<file path="src/rtl/hdmi_fetch_pkg.sv">
// hdmi_fetch_pkg: shared constants and types for the line-buffer pixel fetch path
package hdmi_fetch_pkg;
  localparam int LINE_W = 11;
  localparam int R_HI = 15;
  localparam int R_LO = 11;
  localparam int G_HI = 10;
  localparam int G_LO = 5;
  localparam int B_HI = 4;
  localparam int B_LO = 0;
  typedef enum logic [1:0] {IDLE, ACTIVE, REFILL} state_t;
endpackage

</file>
<file path="src/rtl/line_pixel_fetch_rgb565_to_rgb888.sv">
// rgb565_to_rgb888: widens RGB565 to RGB888 by replicating each field's top bits
module rgb565_to_rgb888
  import hdmi_fetch_pkg::*;
(
  input  logic [15:0] rgb565,
  output logic [23:0] rgb888
);
  assign rgb888 = {rgb565[R_HI:R_LO], rgb565[R_HI -: 3],
                   rgb565[G_HI:G_LO], rgb565[G_HI -: 2],
                   rgb565[B_HI:B_LO], rgb565[B_HI -: 3]};
endmodule

</file>
<file path="src/rtl/line_pixel_fetch.sv">
// line_pixel_fetch: walks the SDPB read port in step with video timing, scales and expands pixels.
// Defining LINE_FETCH_TESTPAT_EN adds a test_mode input that replaces buffer data with colour bars.
module line_pixel_fetch
  import hdmi_fetch_pkg::*;
#(
  parameter int          SCALE_X    = 4,
  parameter int          SRC_W      = 128,
  parameter int          WIN_X0     = 32,
  parameter logic [23:0] BORDER_RGB = 24'h000000
) (
  input  logic              clk,
  input  logic              rst_n,
  input  logic              vid_de,
  input  logic              vid_hs,
  input  logic              vid_vs,
  output logic [6:0]        buf_adb,
  output logic              buf_ceb,
  output logic              buf_oce,
  input  logic [15:0]       buf_dout,
  output logic              fill_req,
  output logic [LINE_W-1:0] fill_line,
  input  logic              fill_ack,
  output logic [23:0]       out_rgb,
  output logic              out_de,
  output logic              out_hs,
  output logic              out_vs,
  output logic              underrun
`ifdef LINE_FETCH_TESTPAT_EN
  ,
  input  logic              test_mode
`endif
);
  localparam logic [11:0] X0 = 12'(WIN_X0);
  localparam logic [11:0] X1 = 12'(WIN_X0 + SRC_W * SCALE_X);
  localparam logic [2:0] REP_MAX = 3'(SCALE_X - 1);
  localparam logic [6:0] ADB_MAX = 7'(SRC_W - 1);
  state_t state;
  logic [LINE_W-1:0] line;
  logic [11:0] col;
  logic [2:0] rep;
  logic de_q, vs_q, line_ok, show1, de1, hs1, vs1;
  logic de_rise, de_fall, vs_rise, ack, win, ok_now;
  logic [23:0] rgb888;
  assign de_rise = vid_de & ~de_q;
  assign de_fall = ~vid_de & de_q;
  assign vs_rise = vid_vs & ~vs_q;
  assign ack = fill_ack & fill_req;
  assign win = vid_de && col >= X0 && col < X1;
  // an ack landing on the same cycle as de rise still counts as a filled line
  assign ok_now = de_rise ? ~(fill_req & ~fill_ack) : line_ok;
`ifdef LINE_FETCH_TESTPAT_EN
  logic tm1;
  logic [2:0] bar1;
  assign buf_ceb = win & ~test_mode;
`else
  assign buf_ceb = win;
`endif
  assign buf_oce = buf_ceb;

  rgb565_to_rgb888 u_exp (.rgb565(buf_dout), .rgb888(rgb888));

  // col and the read address restart from 0 whenever de is low
  always_ff @(posedge clk or negedge rst_n) begin
    if (!rst_n) begin
      col <= '0;
      rep <= '0;
      buf_adb <= '0;
      de_q <= 1'b0;
      vs_q <= 1'b0;
    end else begin
      de_q <= vid_de;
      vs_q <= vid_vs;
      col <= !vid_de ? '0 : (&col) ? col : col + 12'd1;
      if (!vid_de) begin
        rep <= '0;
        buf_adb <= '0;
      end else if (win) begin
        rep <= rep == REP_MAX ? '0 : rep + 3'd1;
        if (rep == REP_MAX) buf_adb <= buf_adb == ADB_MAX ? '0 : buf_adb + 7'd1;
      end
    end
  end

  always_ff @(posedge clk or negedge rst_n) begin
    if (!rst_n) begin
      {de1, hs1, vs1, show1} <= '0;
      {out_de, out_hs, out_vs} <= '0;
      out_rgb <= '0;
`ifdef LINE_FETCH_TESTPAT_EN
      tm1 <= 1'b0;
      bar1 <= '0;
`endif
    end else begin
      {de1, hs1, vs1} <= {vid_de, vid_hs, vid_vs};
      show1 <= win & ok_now;
      {out_de, out_hs, out_vs} <= {de1, hs1, vs1};
`ifdef LINE_FETCH_TESTPAT_EN
      tm1 <= test_mode;
      bar1 <= col[9:7];
      out_rgb <= !de1 ? '0 : tm1 ? {{8{bar1[2]}}, {8{bar1[1]}}, {8{bar1[0]}}} :
                 show1 ? rgb888 : BORDER_RGB;
`else
      out_rgb <= !de1 ? '0 : show1 ? rgb888 : BORDER_RGB;
`endif
    end
  end

  always_ff @(posedge clk or negedge rst_n) begin
    if (!rst_n) begin
      state <= IDLE;
      line <= '0;
      fill_req <= 1'b0;
      fill_line <= '0;
      underrun <= 1'b0;
      line_ok <= 1'b1;
    end else begin
      if (ack) fill_req <= 1'b0;
      if (de_rise) begin
        line_ok <= ok_now;
        if (!ok_now) underrun <= 1'b1;
        state <= ok_now ? ACTIVE : REFILL;
      end else if (de_fall && state == ACTIVE) begin
        state <= REFILL;
        fill_req <= 1'b1;
        fill_line <= line + LINE_W'(1);
      end else if (ack && state == REFILL) begin
        state <= IDLE;
      end
      if (de_fall) line <= line + LINE_W'(1);
      // frame start always asks for line 0; re-raising a pending request is a no-op
      if (vs_rise) begin
        line <= '0;
        fill_line <= '0;
        fill_req <= 1'b1;
      end
    end
  end
endmodule

</file>
<file path="config.mk">
export PLATFORM = sky130hd
export DESIGN_NAME = line_pixel_fetch
export DESIGN_NICKNAME = d
export VERILOG_FILES = /design/src/rtl/hdmi_fetch_pkg.sv /design/src/rtl/line_pixel_fetch_rgb565_to_rgb888.sv /design/src/rtl/line_pixel_fetch.sv
export SDC_FILE = /design/constraint.sdc
export NUM_CORES = 1
export LEC_CHECK = 0
export BUFFER_PORTS_ARGS = -buffer_cell sky130_fd_sc_hd__buf_2
export CAP_MARGIN = 5
export CORE_MARGIN = 2
export CORE_UTILIZATION = 30
export CTS_BUF_LIST = sky130_fd_sc_hd__clkbuf_8
export DETAILED_ROUTE_END_ITERATION = 8
export HOLD_SLACK_MARGIN = 0.15
export SYNTH_ARGS = -nofsm -noshare
export SYNTH_HDL_FRONTEND = slang
export SYNTH_SLANG_ARGS = --single-unit
</file>
<file path="constraint.sdc">
create_clock -name clk -period 2.6 [get_ports clk]
set_clock_uncertainty 0.05 [all_clocks]
set_input_delay 0.39 -clock clk [delete_from_list [all_inputs] [get_ports clk]]
set_output_delay 0.39 -clock clk [all_outputs]
set_load 0.02 [all_outputs]
</file>
Word-level counts from Yosys, hierarchy flattened
Cells that the tools add are included.
Widths: inputs -> output; s select.

word-level totals
  bits in registers = 80
  input bits = 22
  output and inout port bits = 49
  logic and storage cells = 79

operators by class
  add/sub/neg operators = 4
  $lt $le $gt $ge = 2
  equal/unequal tests = 8
  muxes and demuxes = 25
  bitwise gates (word level) = 12
  reduce and logical (&&, ||, !) cells = 11

operator list
  cell                   number
  $mux 11                5
  $mux 24                2
  $mux 7                 4
  $mux 12                2
  $add 12x1->12 const B  1
  $ge 12x6->1 const B    1
  $lt 12x10->1 const B   1
  $reduce_and 12->1      1
  $add 11x1->11 const B  1
  $mux 3                 3
  $mux 2                 4
  $add 7x1->7 const B    1
  $eq 7x7->1 const B     1
  $and 1x1->1            6
  $ne 2x1->1 const B     3
  $not 1->1              6
  $reduce_and 2->1       3
  $mux 1                 5
  $logic_and 1x1->1      4
  $reduce_bool 2->1      2
  $add 3x1->3 const B    1
  $eq 3x2->1 const B     1
  $reduce_bool 3->1      1
  $eq 2x1->1 const B     1
  other kinds (2)        2

Depth between registers and ports, before layout
Gate-level depths: netlist of the first run.

  depth in word-level cells = 6
  gate-level depth with buffers = 6
  depth with buffers taken out = 5

Hierarchy
A second synthesis of the first run with hierarchy kept.

second synthesis, totals
  cells, all modules = 353
  area, all modules = 3,686.0 sq um

modules (own cells, without submodules)
  module            instances  cells an instance  area each (sq um)  sequential area each (sq um)
  line_pixel_fetch  1          329                3,505.9            2,003.2
  rgb565_to_rgb888  1          24                 180.2              0.0

Worst setup path before layout of the first run
OpenSTA, ideal clock, no wires.

  kind = register -> output
  start point = reg col[8]
  end point = out buf_oce
  arrival time = 1,673 ps
  data required time = 2,160 ps
  setup slack = 487 ps
  cell stages (with the launch flop) = 6
  path buffers = 2
  path through = dfrtp_1 nor4_4 mux2i_1 buf_6 inv_1 buf_4

between the ends
  cells in the longest elaborated chain, start to end = 3
  elaborated cells between the ends (all ways) = 4
  classes of those cells = 2 x order compare; 2 x reduce/logical

ends and longest elaborated chain
  item                      RTL line                text
  start: declaration        line_pixel_fetch.sv:39  logic [11:0] col;
  start signal: assignment  line_pixel_fetch.sv:73  col <= !vid_de ? '0 : (&col) ? col : col + 12'd1;
  $ge 12x6->1               line_pixel_fetch.sv:48  assign win = vid_de && col >= X0 && col < X1;
  $logic_and 1x1->1         line_pixel_fetch.sv:48
  $logic_and 1x1->1 *       line_pixel_fetch.sv:48
  end: declaration          line_pixel_fetch.sv:18  output logic buf_oce,

Mark *: on every way between the ends. The rest lies on a longest branch, timed or not.

Final worst setup path of the first run
Same ends and word-level chain as after synthesis.

==> results_dict.tcl, run 1 <==
set metrics [dict create \
    post_cts_resized 0 \
    grt_pass1_vias 2493 \
    root_buffer "clkbuf_8" \
    startpoint_type "register" \
    core-area_um2 10800 \
    clk-insertion-delay-late_ns 0.35 \
    fin_setup_tns_ns 0 \
    ys_seq_elements 72 \
    drt-pass1-iter-count 4 \
    drv_slew 0 \
    routed_wl_um 6900 \
    worstPathMaxFanout 8 \
    cts_tree "done" \
    yosysTopAreaCell "dfrtp_1" \
    diodes 0 \
    htreeDepth 3 \
    drive_above_1_share_pct 27.1 \
    drt-initial-drc-count 85 \
    vdd_drop_max_v 0.000272 \
    die_width_um 109 \
    gp_congestion 0.830 \
    die_area_um2 11900 \
    area_growth_syn_to_layout_pct 20.5 \
    hold_slack_ns 0.229 \
    switching_share_pct 25.8 \
    setup_viol 0 \
    setup_ws_ns 0.407 \
    antenna_found_initial 0 \
    synth_fp_nets 344 \
    dp.cells 508 \
    synth_top_area_share_pct 53.4 \
    cp.arrival_ns 1.75 \
    port_buffers 70 \
    cap_violations 0 \
    instances_no_fill 527 \
    p_leak_uw 0.00197 \
    grt_overflow 0 \
    ctsHoldBuffers 3 \
    switching_power_uw 625 \
    rows 38 \
    synthesis.area_um2 3330 \
    fillers 1090 \
    combPwrFrac_pct 9.5 \
    avgViaCountPerCell 4.74 \
    power_uw 2430 \
    grt_max_degree 29 \
    clkPwrFrac_pct 40.5 \
    yosysWarningCount 0 \
    start_util_pct 30.7 \
    max_freq_mhz 456 \
    finalHoldViolations 0 \
    hold_class "in -> reg" \
    synth_edf_count 0 \
    grt_pass1_wl_um 11700 \
    num_vias 2500 \
    synth_ff_type "dfrtp_1" \
    synth.area.top_cells "dfrtp_1, nor2_1, and3_1" \
    yosysSeqAreaShare_pct 54.2 \
    async_flop_share_pct 100 \
    cts.sinks 72 \
    clk_pin_slew_ns 0.08 \
    place_ws_ns 0.540 \
    worst_pin_slew_ns 0.559 \
    final_nets 409 \
    synth.most_common_cell "dfrtp_1" \
    grt_usage_pct 12.5 \
    rsz0062_at_grt "no" \
    synthesis.instances 317 \
    powerDensity_nw_per_um2 605 \
    postCtsSetupRepairBufs 0 \
    detail-route-antenna-nets 0 \
    seqPwrFrac_pct 50.0 \
    synth.distinct_cells 47 \
    status "finished clean" \
    end_kind "primary output" \
    min_period_over_period_pct 84.4 \
    drc 0 \
    wire_per_inst_um 13.1 \
    relSlewSlack_pct 62.8 \
    min_period_ns 2.19 \
    dp_hpwl_um 4850 \
    critPathKind "reg -> out" \
    post_synth.cell_area_avg_um2 10.5 \
    numCtsBuffers 9 \
    num_io_pins 71 \
    p_int_uw 1800 \
    ys_top_cells_by_count "dfrtp_1, nor2_1, nand2_1" \
    die_y_um 109 \
    crit_required_ns 2.16 \
    clk_path_buf_depth 2 \
]
worst max-delay path: stages, from the launching register on:
cell and delay, ns:
dfrtp_1 0.47, nor4_4 0.34, mux2i_1 0.26, inv_1 0.15, buf_2 0.19
metrics by stage:
| step | area, µm² | utilization [%] |
|---|---|---|
| floorplan | 3330 | - |
| global placement | 3760 | 34.7 |
| detailed placement | 3760 | 34.7 |
| CTS | 4010 | 37.0 |
| global route | 4010 | 37.0 |
| finish | 4010 | 37.0 |
placed cells by master (no fill, tap or decap), types with 4 or more instances in the layout:
master and n:
mux2i_1 7, a21oi_1 12, nand3_1 17, ha_1 5, nor3_1 8, or3_1 4, a211oi_1 10, nand4_1 7
nor2_1 31, buf_2 70, nor2b_1 4, dfrtp_1 71, clkbuf_8 9, inv_1 7, nand2_1 22, o21ai_0 13
nand2b_1 4, nor4_1 4, and3_1 18, buf_4 6, xor2_1 9, xnor2_1 9
cell families (layout without fill, tap and decap cells):
family                     after synthesis  in the layout  synth area share (%)
muxes                                    7              7                  2.11
buffers and inverters                   32            102                  4.93
adders and majority gates                5              5                  1.88
and+or+nand+nor                        136            136                  22.3
xor gates and xnor gates                18             18                  4.74
DFF                                     72             72                  54.2
AOI/OAI and AO/OA                       47             47                  9.82
final timing paths:
kind,from,end,slack (ns),cells after the start
worst max-delay path,col[8],buf_oce,0.41,4
worst min-delay path,buf_dout[6],out_rgb[11],0.23,2
worst max register to register,de1,fill_line[0],0.62,5
worst min register to register,hs1,out_hs,0.31,0
max in group asynchronous,rst_n,line_ok,1.18,3
min in group asynchronous,rst_n,col[10],0.51,2
power by group through the flow:
stage	Clock, µW	Combinational (µW)	Sequential (µW)
after global placement	0	225	1230
after floorplan	0	92.2	1270
after detailed placement	0	232	1240
after global routing	1070	261	1220
final	982	229	1210
after CTS	1020	235	1210
layout make-up:
cell class / instances / area, µm² / share of cell area [%]
clock buffers: 9 / 124 / 3.09
flip-flops and latches: 72 / 1800 / 45.0
inverters: 7 / 26.3 / 0.655
multi-input cells: 213 / 1360 / 33.9
repair buffers: 79 / 425 / 10.6
clock inverters: 7 / 95.1 / 2.37
well taps: 140 / 175 / 4.37
flip-flops by register name, summed over array words and instances, names as in the netlist, 2 cells and up:
name and cells:
col 12, line 11, state 2, buf_adb 7
out_rgb 16, rep 3, fill_line 11
metal layers:
layer | vias up | track usage (%) | wire, µm
met5 | - | 0 | 0
met4 | 0 | 4.61 | 125
met3 | 12 | 3.08 | 299
met2 | 56 | 20.6 | 3210
met1 | 1199 | 16.0 | 3270
li1 | 1233 | - | -
Power figures use the tool's default switching activity.
==> inputs of run 2 (changes only) <==
- clock period: 2.6 -> 2.14 ns (I/O delays scaled with it)
==> results_dict.tcl, run 2 (synthesis gave the netlist of run 1 again) <==
set metrics [dict create \
    grt_pass1_vias 2494 \
    grt_pass1_wl_um 11600 \
    utilization_pct 37.5 \
    critPathKind "reg -> out" \
    num_vias 2551 \
    fin_setup_tns_ns 0 \
    grt_busiest_layer "met2" \
    largest-register "out_rgb" \
    clk-insertion-delay-late_ns 0.35 \
    die_area_um2 11900 \
    end_kind "primary output" \
    rsz0062_at_grt "no" \
    drv_slew 0 \
    relSlewSlack_pct 61.3 \
    area_growth_syn_to_layout_pct 22.0 \
    startpoint_type "register" \
    worstPathMaxFanout 4 \
    largest_register_ffs 16 \
    num_io_pins 71 \
    grt_max_degree 73 \
    grt_overflow 0 \
    drt-pass1-iter-count 5 \
    crit_required_ns 1.77 \
    cap_violations 0 \
    cts_tree "done" \
    clk_pin_slew_ns 0.08 \
    drt-initial-drc-count 141 \
    max_freq_mhz 491 \
    start_util_pct 30.7 \
    setup_ws_ns 0.104 \
    detail-route-antenna-nets 0 \
    final_common_cell "buf_2" \
    die_width_um 109 \
    clk_path_buf_depth 2 \
    multi_input_area_um2 1360 \
    p_leak_uw 0.00198 \
    wire_per_inst_um 12.9 \
    grtUsageMet2_pct 19.6 \
    biggestRegsByFlops "out_rgb: 16 flops, col: 12 flops" \
    drive_above_1_share_pct 28.6 \
    final_nets 413 \
    rows 38 \
    gp_congestion 0.872 \
    r2r_cells 6 \
    avgViaCountPerCell 4.80 \
    crit_start "col[5]" \
    min_period_over_period_pct 95.1 \
    diodes 0 \
    die_y_um 109 \
    powerDensity_nw_per_um2 726 \
    hold_slack_ns 0.162 \
    cts.sinks 72 \
    core-area_um2 10800 \
    root_buffer "clkbuf_8" \
    place_ws_ns 0.335 \
    regArea_um2 1810 \
    r2r_start "col[9]" \
    dp_hpwl_um 4630 \
    cp.arrival_ns 1.66 \
    port_buffers 70 \
    worst_pin_slew_ns 0.579 \
    setup_viol 0 \
    routed_wl_um 6850 \
    fillers 1068 \
    finalHoldViolations 0 \
    vdd_drop_max_v 0.000328 \
    htreeDepth 3 \
    hold_class "in -> reg" \
    antenna_found_initial 0 \
    status "finished clean" \
    instances_no_fill 531 \
    r2r_end "buf_adb[4]" \
    setup.worst_path.end "buf_oce" \
    numCtsBuffers 9 \
    drc 0 \
    final_cell_mix "buf_2, dfrtp_1, nor2_1" \
    min_period_ns 2.04 \
    r2r_slack_ns 0.12 \
    grt_usage_pct 12.5 \
    use_met1_pct 16.4 \
    dp.cells 508 \
    grtUsageMet3_pct 3.32 \
]
-- run 2: final cells by class --
| class | count | share of cell area (%) |
|---|---|---|
| Multi-Input combinational cell | 213 | 33.6 |
| Tap cell | 140 | 4.31 |
| Clock buffer | 9 | 3.05 |
| Timing Repair Buffer | 83 | 11.6 |
| Inverter | 7 | 0.647 |
| Sequential cell | 72 | 44.5 |
| Clock inverter | 7 | 2.34 |
-- run 2: power by group --
| group | internal (µW) | total (µW) | leakage, µW | switching [µW] |
|---|---|---|---|---|
| Clock | 658 | 1190 | 0.000110 | 536 |
| Sequential | 1420 | 1470 | 0.000961 | 42.8 |
| Combinational | 109 | 288 | 0.000912 | 179 |
-- run 2: worst min path at each step --
| stage | depth (start not counted) | startpoint | slack [ns] | to |
|---|---|---|---|---|
| floorplan | 0 | rst_n | -0.02 | buf_adb[0] |
| global placement | 0 | hs1 | 0.29 | out_hs |
| detailed placement | 0 | hs1 | 0.29 | out_hs |
| CTS | 2 | buf_dout[13] | 0.15 | out_rgb[21] |
| global route | 2 | buf_dout[12] | 0.15 | out_rgb[20] |
| finish | 2 | buf_dout[6] | 0.16 | out_rgb[11] |
-- run 2: per-stage QoR --
| step | area (µm²) | total power, µW |
|---|---|---|
| 2_1_floorplan | 3330 | 1650 |
| 3_3_place_gp | 3770 | 1780 |
| 3_5_place_dp | 3770 | 1780 |
| 4_1_cts | 4020 | 2990 |
| 5_1_grt | 4060 | 3100 |
| 6_report | 4060 | 2950 |
-- run 2: timing repair --
item | in CTS | in global routing
gates resized for setup | 0 | 4
endpoints found under the setup margin | 0 | 2
setup buffers | 0 | 3
endpoints found under the hold margin | 73 | 1
hold buffers | 3 | 1
-- run 2: worst max-delay path, cell delays in order (launching register included) --
cell and delay [ns]:
dfrtp_2 0.45, nor4_4 0.31, mux2i_2 0.31, inv_2 0.09, buf_2 0.16
-- run 2: per-layer routing --
layer | up-vias | routed length [µm]
met3 | 11 | 352
met2 | 68 | 3180
li1 | 1236 | -
met5 | - | 0
met4 | 0 | 133
met1 | 1236 | 3190
